[src/rtl/pipe_stage_chain.sv]
// Purpose : parametrised pipeline register chain with per-stage valid, flush,
//           bubble collapse and an input skid buffer.
// Latency : STAGES cycles from in_fire to out_valid on an empty chain; 1 beat/cycle.
// Backpressure: out_ready stalls only occupied stages; a full stage 0 parks one beat
//           in the skid, and in_ready is registered so the input never sees out_ready.
//
// Ports:
//   clk, rst        rising-edge clock, asynchronous active-low reset
//   in_valid/in_ready/in_data     upstream handshake (in_ready registered)
//   out_valid/out_ready/out_data  downstream handshake from stage STAGES-1
//   flush[STAGES]   flush[i] kills the beat in stage i; bit 0 also kills skid and input
//   occupancy       live beats in the stages plus the skid
//   stall_cnt       saturating count of cycles with out_valid & ~out_ready
//   stall_clr       synchronous clear of stall_cnt (wins over increment)
module pipe_stage_chain #(
    parameter int WIDTH  = 32,
    parameter int STAGES = 4,
    parameter int CNT_W  = 16
) (
    input  logic                        clk,
    input  logic                        rst,
    input  logic                        in_valid,
    input  logic [WIDTH-1:0]            in_data,
    output logic                        in_ready,
    output logic                        out_valid,
    output logic [WIDTH-1:0]            out_data,
    input  logic                        out_ready,
    input  logic [STAGES-1:0]           flush,
    output logic [$clog2(STAGES+2)-1:0] occupancy,
    output logic [CNT_W-1:0]            stall_cnt,
    input  logic                        stall_clr
);

    localparam int OCC_W = $clog2(STAGES + 2);

    logic [STAGES-1:0]            v_q, v_d;
    logic [STAGES-1:0][WIDTH-1:0] d_q, d_d;
    logic                         skid_v_q, skid_v_d;
    logic [WIDTH-1:0]             skid_d_q, skid_d_d;
    logic                         in_ready_q, in_ready_d;
    logic [CNT_W-1:0]             stall_cnt_q, stall_cnt_d;

    logic [STAGES-1:0]            adv;
    logic                         in_fire;
    logic [OCC_W-1:0]             occ;

    assign in_fire   = in_valid & in_ready_q;
    assign in_ready  = in_ready_q;
    assign out_valid = v_q[STAGES-1] & ~flush[STAGES-1];
    assign out_data  = d_q[STAGES-1];
    assign occupancy = occ;
    assign stall_cnt = stall_cnt_q;

    // A stage may take a new beat when its own beat leaves, is empty, or is
    // being killed. Propagating from the output end lets bubbles collapse.
    always_comb begin
        adv = '0;
        adv[STAGES-1] = out_ready | ~v_q[STAGES-1] | flush[STAGES-1];
        for (int i = STAGES - 2; i >= 0; i--) begin
            adv[i] = adv[i+1] | ~v_q[i] | flush[i];
        end
    end

    // Stage registers. Data is only loaded from a live source so an undriven
    // in_data never leaks X into the chain.
    always_comb begin
        v_d = v_q;
        d_d = d_q;

        if (adv[0]) begin
            v_d[0] = (skid_v_q | in_fire) & ~flush[0];
            if (skid_v_q) begin
                d_d[0] = skid_d_q;
            end else if (in_fire) begin
                d_d[0] = in_data;
            end
        end else if (flush[0]) begin
            v_d[0] = 1'b0;
        end

        for (int i = 1; i < STAGES; i++) begin
            if (adv[i]) begin
                // A beat killed while moving leaves a bubble behind it.
                v_d[i] = v_q[i-1] & ~flush[i-1];
                if (v_q[i-1]) begin
                    d_d[i] = d_q[i-1];
                end
            end else if (flush[i]) begin
                v_d[i] = 1'b0;
            end
        end
    end

    // Skid: catches the beat accepted in the cycle stage 0 could not move.
    // While the skid is full in_ready is low, so load and drain never overlap.
    always_comb begin
        skid_v_d = skid_v_q;
        skid_d_d = skid_d_q;

        if (flush[0]) begin
            skid_v_d = 1'b0;
        end else if (skid_v_q) begin
            if (adv[0]) begin
                skid_v_d = 1'b0;
            end
        end else if (in_fire & ~adv[0]) begin
            skid_v_d = 1'b1;
        end

        if (~skid_v_q & in_fire & ~adv[0]) begin
            skid_d_d = in_data;
        end

        in_ready_d = ~skid_v_d;
    end

    always_comb begin
        stall_cnt_d = stall_cnt_q;
        if (stall_clr) begin
            stall_cnt_d = '0;
        end else if (out_valid & ~out_ready & ~(&stall_cnt_q)) begin
            stall_cnt_d = stall_cnt_q + CNT_W'(1);
        end
    end

    always_comb begin
        occ = OCC_W'(skid_v_q);
        for (int i = 0; i < STAGES; i++) begin
            occ = occ + OCC_W'(v_q[i]);
        end
    end

    always_ff @(posedge clk or negedge rst) begin
        if (!rst) begin
            v_q         <= '0;
            d_q         <= '0;
            skid_v_q    <= 1'b0;
            skid_d_q    <= '0;
            in_ready_q  <= 1'b0;
            stall_cnt_q <= '0;
        end else begin
            v_q         <= v_d;
            d_q         <= d_d;
            skid_v_q    <= skid_v_d;
            skid_d_q    <= skid_d_d;
            in_ready_q  <= in_ready_d;
            stall_cnt_q <= stall_cnt_d;
        end
    end

endmodule

[config.mk]
export PLATFORM = sky130hd
export DESIGN_NAME = pipe_stage_chain
export DESIGN_NICKNAME = d
export VERILOG_FILES = /design/src/rtl/pipe_stage_chain.sv
export SDC_FILE = /design/constraint.sdc
export NUM_CORES = 1
export LEC_CHECK = 0
export CORE_AREA = 3 3 119 144
export DETAILED_ROUTE_END_ITERATION = 7
export DIE_AREA = 0 0 122 147
export GPL_ROUTABILITY_DRIVEN = 0
export GPL_TIMING_DRIVEN = 0
export PLACE_DENSITY_LB_ADDON = 0.08
export SYNTH_ARGS = -nofsm -noshare
export SYNTH_HDL_FRONTEND = slang
export SYNTH_SLANG_ARGS = --single-unit
[constraint.sdc]
create_clock -name clk -period 1.76 [get_ports clk]
set_input_delay 0.176 -clock clk [delete_from_list [all_inputs] [get_ports clk]]
set_output_delay 0.176 -clock clk [all_outputs]
set_load 0.05 [all_outputs]
==> key figures <==
Route
  – 1st-pass router iterations: 4
  – Antenna viol nets, final: 0
  – DR iter-0 viols: 239
  – Via Count: 5037
  – DR WL/cell: 18.3 um
  – Final WL: 17600 um
  – Remaining DRCs: 0
  – Drt via density: 5.25

Worst setup path
  – Startpoint types: flip-flop
  – Data arrival, critical path: 2.17 ns
  – CP Max Fanout: 2
  – CP Data Required Time: 1.58 ns
  – WS Path Type: flip-flop to output port
  – Worst Setup End Kind: output port

Die
  – Row count: 50
  – Die area: 17900 um2
  – Die Wd: 122 um
  – DIE HEIGHT: 147 um
  – Ports: 94
  – Core box area: 15700 um2
  – Starting Density: 0.499

Finish
  – Share of cells above drive strength 1: 0.505
  – Area delta synth->final: 44.2%
  – Antenna diodes: 0
  – Final Cell Area: 11300 um2
  – Nets: 784

Timing
  – Fmax: 426 MHz
  – Tcrit/Tclk final: 1.33
  – Post-layout min period: 2.35 ns
  – RSZ-0062 raised after global routing: true
  – Worst slew pin tran: 0.697 ns
  – Final Setup Violations: 138
  – Slew Limit Fails: 0
  – Setup ws final: -0.586 ns
  – Clock Skew: 0.00819 ns
  – Slew margin rel.: 0.535
  – Endpoints failing hold: 0

Logic synthesis
  – Synth top area share: 0.581
  – Synth area leader: dfrtp_1
  – Syn Inst Count: 566
  – Sequential fraction of the synthesis area: 0.581
  – Dominant cells by area after synthesis: dfrtp_1 (58%), mux2_2 (12%), mux2_4 (5.8%), mux2i_1 (4.1%), buf_4 (3.4%)
  – YS warnings: 0
  – Cell Area, Synth: 7830 um2
  – Count leader, synth: dfrtp_1
  – Synth cell types: 47
  – Most frequent cells after synthesis: dfrtp_1 (182), mux2_2 (82), nand2_1 (42), o21ai_0 (42), buf_4 (35)
  – Number of flops mapped to enable cells by yosys: 0
  – Mean Syn Cell Area: 13.8 um2
  – Synthesized flop and latch total: 182
  – Syn Nets: 611
  – Post-synth top flop: dfrtp_1
  – Async SR Flop Fraction: 1.00

Clock tree
  – Clk pin slew, worst setup/hold paths: 0.07 ns
  – Clock Tree Root: clkbuf_16
  – H-tree Lvls: 4
  – Clk Latency, worst-skew pair: 0.43 ns
  – CTS tree: done
  – CTS buffer count: 17
  – CTS max path bufs: 2
  – Clock Sinks: 182

Global routing
  – First-pass GRT wire length: 26000 um
  – Total gr overflow: 0
  – GRT Total Usage: 0.184
  – Initial antenna violation count: 1
  – Largest net degree at the start of global routing: 129
  – Vias in the first global route: 5074

Placement
  – IO buf count: 92
  – DPL Wire Length: 9910 um
  – Placed cell areas: 9140 um2
  – Setup Slack @ Placement: -0.835 ns

Worst hold path
  – Hold Crit Class: input pin to async pin

Power and ir drop
  – Max VDD drop: 0.000513 V
  – Leak pwr: 0.00539 uW
  – Power per cell area: 1140 nW/um2

Outcome
  – Failing checks: setup timing
  – Status: complete, but fails checks

Flow run
  – Max-cap viol count: 0
==> cells in the final DEF, fill, tap and decap left out, types with 4 or more instances in the layout <==
cell | Yosys | layout
dfrtp_1 | 182 | 169
buf_8 | 0 | 17
a21oi_1 | 13 | 5
nand2_4 | 1 | 16
buf_6 | 1 | 24
o21ai_1 | 0 | 13
dlygate4sd2_1 | 0 | 49
nand2_1 | 42 | 9
nand4_1 | 8 | 8
buf_12 | 3 | 7
o21ai_0 | 42 | 7
mux2_2 | 82 | 38
clkbuf_16 | 0 | 25
a21oi_2 | 0 | 8
nor2b_1 | 5 | 4
clkbuf_1 | 8 | 4
dfrtp_2 | 0 | 13
o21ai_2 | 0 | 22
mux2i_1 | 32 | 32
buf_16 | 0 | 5
mux2_4 | 30 | 91
nand2_2 | 0 | 16
buf_4 | 35 | 56
bufinv_16 | 0 | 4
or3_1 | 7 | 5
clkdlybuf4s50_1 | 0 | 38
==> report_power, final <==
group | total (uW) | switching (uW) | internal (uW)
Clock | 4100 | 1660 | 2440
Sequential | 5350 | 432 | 4920
Combinational | 3460 | 1820 | 1640
Total | 12900 | 3910 | 9000
==> layer usage <==
metal,up-vias,part of all wire,global-route usage
met1,2567,0.41,0.229
met5,-,0.0010,0
met4,2,0.016,0.0583
li1,2335,-,-
met3,24,0.038,0.0493
met2,109,0.54,0.312
==> final timing paths <==
check	startpoint	end	slack, ns	cells past startpoint
min in group clk	stall_clr	stall_cnt[15]$_DFFE_PN0P_	0.27	2
hold reg to reg	d_q[8]$_DFFE_PN0P_	d_q[8]$_DFFE_PN0P_	0.49	2
hold / removal	rst	skid_d_q[24]$_DFFE_PN0P_	0.26	2
max in group asynchronous	rst	d_q[44]$_DFFE_PN0P_	0.51	3
setup / recovery	v_q[0]$_DFFE_PN0P_	occupancy[1]	-0.59	4
setup reg to reg	v_q[3]$_DFFE_PN0P_	d_q[46]$_DFFE_PN0P_	-0.54	9
==> sequential cells by signal (all words and copies together) (netlist names) <==
register	flops
d_q	96
in_ready	1
out_data	32
skid_d_q	32
skid_v_q	1
stall_cnt	16
v_q	4
==> logic make-up (layout without fill, tap and decap cells) <==
| group | after synthesis | in the layout | share of synthesized area |
|---|---|---|---|
| AO/OA/AOI/OAI | 67 | 67 | 0.0484 |
| XOR/XNOR | 1 | 1 | 0.00112 |
| adder cells (fa/ha/maj) | 4 | 4 | 0.00831 |
| buffers and inverters | 61 | 247 | 0.0548 |
| flip-flops | 182 | 182 | 0.581 |
| multiplexers | 161 | 161 | 0.241 |
| AND/OR/NAND/NOR | 90 | 90 | 0.0652 |
==> repair_timing <==
action,4_1_cts,5_1_grt
buffers inserted,24,28
pin swaps,11,49
gates resized for setup,181,171
endpoints found under the setup margin,223,177
hold endpoints to repair,54,0
cloned,5,10
hold buffers,1,0
==> metrics by stage <==
stage	util	total power, uW	TNS (ns)	instances	hold WS, ns
2_1_floorplan	-	7700	-5.70	566	-0.120
6_report	0.719	12900	-31.29	960	0.257
3_5_place_dp	0.582	8740	-97.02	867	0.125
5_1_grt	0.719	13500	-41.68	960	0.290
4_1_cts	0.663	12700	-39.46	928	0.260
3_3_place_gp	0.580	8640	-1301.47	866	0.463
==> layout make-up <==
| cell class | count | area, um2 |
|---|---|---|
| inverter | 3 | 11.3 |
| clock inverter | 13 | 194 |
| buffer | 57 | 556 |
| multi-input combinational | 323 | 3530 |
| sequential | 182 | 4570 |
| fill | 1067 | 4410 |
| tap | 208 | 260 |
| clock buffer | 19 | 443 |
| timing repair buffer | 155 | 1720 |
==> critical path, cell delays in order (launching register included) <==
cell     delay, ns
dfrtp_2       0.42
fa_1          0.50
fa_2          0.38
ha_4          0.29
buf_8         0.14
Power figures use the tool's default switching activity.
==> RTL change, RTL diff (config.mk and constraints unchanged) <==
Set the parameter `WIDTH` to 28 (it was 32).
--- a/src/rtl/pipe_stage_chain.sv
+++ b/src/rtl/pipe_stage_chain.sv
@@ -13,7 +13,7 @@
 //   stall_cnt       saturating count of cycles with out_valid & ~out_ready
 //   stall_clr       synchronous clear of stall_cnt (wins over increment)
 module pipe_stage_chain #(
-    parameter int WIDTH  = 32,
+    parameter int WIDTH  = 28,
     parameter int STAGES = 4,
     parameter int CNT_W  = 16
 ) (
Interface: changed (resized in_data and out_data); port bits go from 94 to 86. No check against the original RTL was run, so the function may have changed too.
==> RTL change against the original RTL <==
- sequential cell count shrank 20
- routed wire length down 11%
- highest routed layer is now met4
- the run still ends with setup timing left
- total power down 11%
- cell count down 8.2%
- fmax rose by 2.2%
- sequential share of layout area rose by 1.6 points
- worst setup slack improved by 0.050 ns
- clock power is 11% lower
- sequential power shrank 11%
- synthesized area is 12% lower
- cell area fell by 14%
- first-iteration DRC count fell by 23%
==> RTL change: results (changes against the original RTL) <==
| Metric | Value |
|---|---|
| Max reg flops | `84 (was 96)` |
| HPWL Detailed | `9120 µm (was 9910 µm)` |
| N_diodes | `0 (unchanged)` |
| Top post-synthesis cells by area | `dfrtp_1, mux2_2, mux2_4 (unchanged)` |
| Via density | `5.12 (was 5.25)` |
| # nets final | `701 (was 784)` |
| Status | `finished with violations (unchanged)` |
| Largest net degree at the start of global routing | `123 (was 129)` |
| Number of global-route vias before repair | `4739 (was 5074)` |
| Clk_skew | `0.00729 ns (was 0.00819 ns)` |
| First-pass GRT wire length | `24600 µm (was 26000 µm)` |
| Post-synth cell types | `43 (was 47)` |
| Crit path largest cell delay | `0.51 ns` |
| Seq/Total Area, Yosys | `58.7% (was 58.1%)` |
| Arrival @ worst endpoint | `2.12 ns (was 2.17 ns)` |
| PortBufs | `85 (was 92)` |
| Least-Margin Pin Slew | `0.606 ns (was 0.697 ns)` |
| All-Layer GR Usage | `17.5% (was 18.4%)` |
| Filler instances | `1245 (was 1067)` |
| Leak pwr | `4.41 nW (was 5.39 nW)` |
| PD cells | `1190 nW/µm² (was 1140 nW/µm²)` |
| Layout cells sized above 1 | `44.4% (was 50.5%)` |
| Peak VDD IR | `0.555 mV (was 0.513 mV)` |
| Initial antenna violation count | `0 (was 1)` |
| Clk buf depth | `2 (unchanged)` |
| Detailed Route Iter0 Violations | `185 (was 239)` |
| CP max stage cell | `fa_1 (unchanged)` |
| Placement Cell Area | `8140 µm² (was 9140 µm²)` |
| Final worst slack | `-0.535 ns (was -0.586 ns)` |
| Syn Nets | `553 (was 611)` |
| Failing checks | `setup timing (unchanged)` |
| Final setup viols | `121 (was 138)` |
| Detailed Route WL | `15600 µm (was 17600 µm)` |
| Post-synth top cells | `dfrtp_1, mux2_2, a21oi_1, nor2_1, mux2i_1 (was dfrtp_1, mux2_2, nand2_1, o21ai_0, buf_4)` |
RTL change: worst max-delay path, delay by kind of cell (launching register included):
family | cells | cell delay (ns)
buf+inv | 1 | 0.13
flops | 1 | 0.41
fa+ha+maj | 3 | 1.16
RTL change: cell type report:
class / instances / share of cell area, %
multi-input cells: 295 / 29.6
clock inverters: 8 / 1.05
well taps: 208 / 2.69
plain buffers: 50 / 5.08
flip-flops and latches: 162 / 42.1
clock buffers: 24 / 4.98
inverters: 5 / 0.194
repair buffers: 129 / 14.3
RTL change: routing by layer:
layer  vias to the layer above  routed length (µm)  track usage (%)
met3                        24                 566             4.24
li1                       2091                   -                -
met2                        87                8090             29.8
met5                         -                   0                0
met1                      2308                6570             21.6
met4                         0                 338             6.17
RTL change: kinds of logic (layout without fill, tap and decap cells):
group	after synthesis	in the layout	share of synthesized area, %
compound gates	53	53	4.38
fa+ha+maj	4	4	0.941
buf+inv	55	216	4.87
mux	146	146	24.3
flops	162	162	58.7
simple gates	92	92	6.81
RTL change: worst paths after layout:
check	to	from	slack [ns]	cells past startpoint
worst max-delay path	occupancy[1]	v_q[3]	-0.54	4
worst min-delay path	d_q[59]	rst	0.22	2
worst max register to register	skid_d_q[16]	v_q[3]	-0.35	8
worst min register to register	out_data[13]	d_q[69]	0.50	1
max in group asynchronous	stall_cnt[10]	rst	0.63	3
min in group clk	v_q[2]	flush[1]	0.36	2
RTL change: timing repair:
action	in CTS	in global routing
cloned	2	8
setup buffers	20	12
gates resized for setup	165	44
pin swaps	9	13
hold buffers	1	0
endpoints found under the setup margin	177	142
hold endpoints to repair	40	0
RTL change: stage by stage:
stage                     std cells  setup slack (ns)  setup TNS [ns]
after floorplan                 512           -0.0472           -1.94
after global placement          805             -6.59        -1052.46
after detailed placement        806            -0.794          -79.34
after CTS                       861            -0.566          -10.17
after global routing            881            -0.604          -39.89
final                           881            -0.535          -29.93
RTL change: power by group:
part,switching (mW),leakage (nW),internal [mW]
clock network,1.45,0.277,2.20
logic,1.69,2.19,1.39
registers,0.343,1.94,4.41
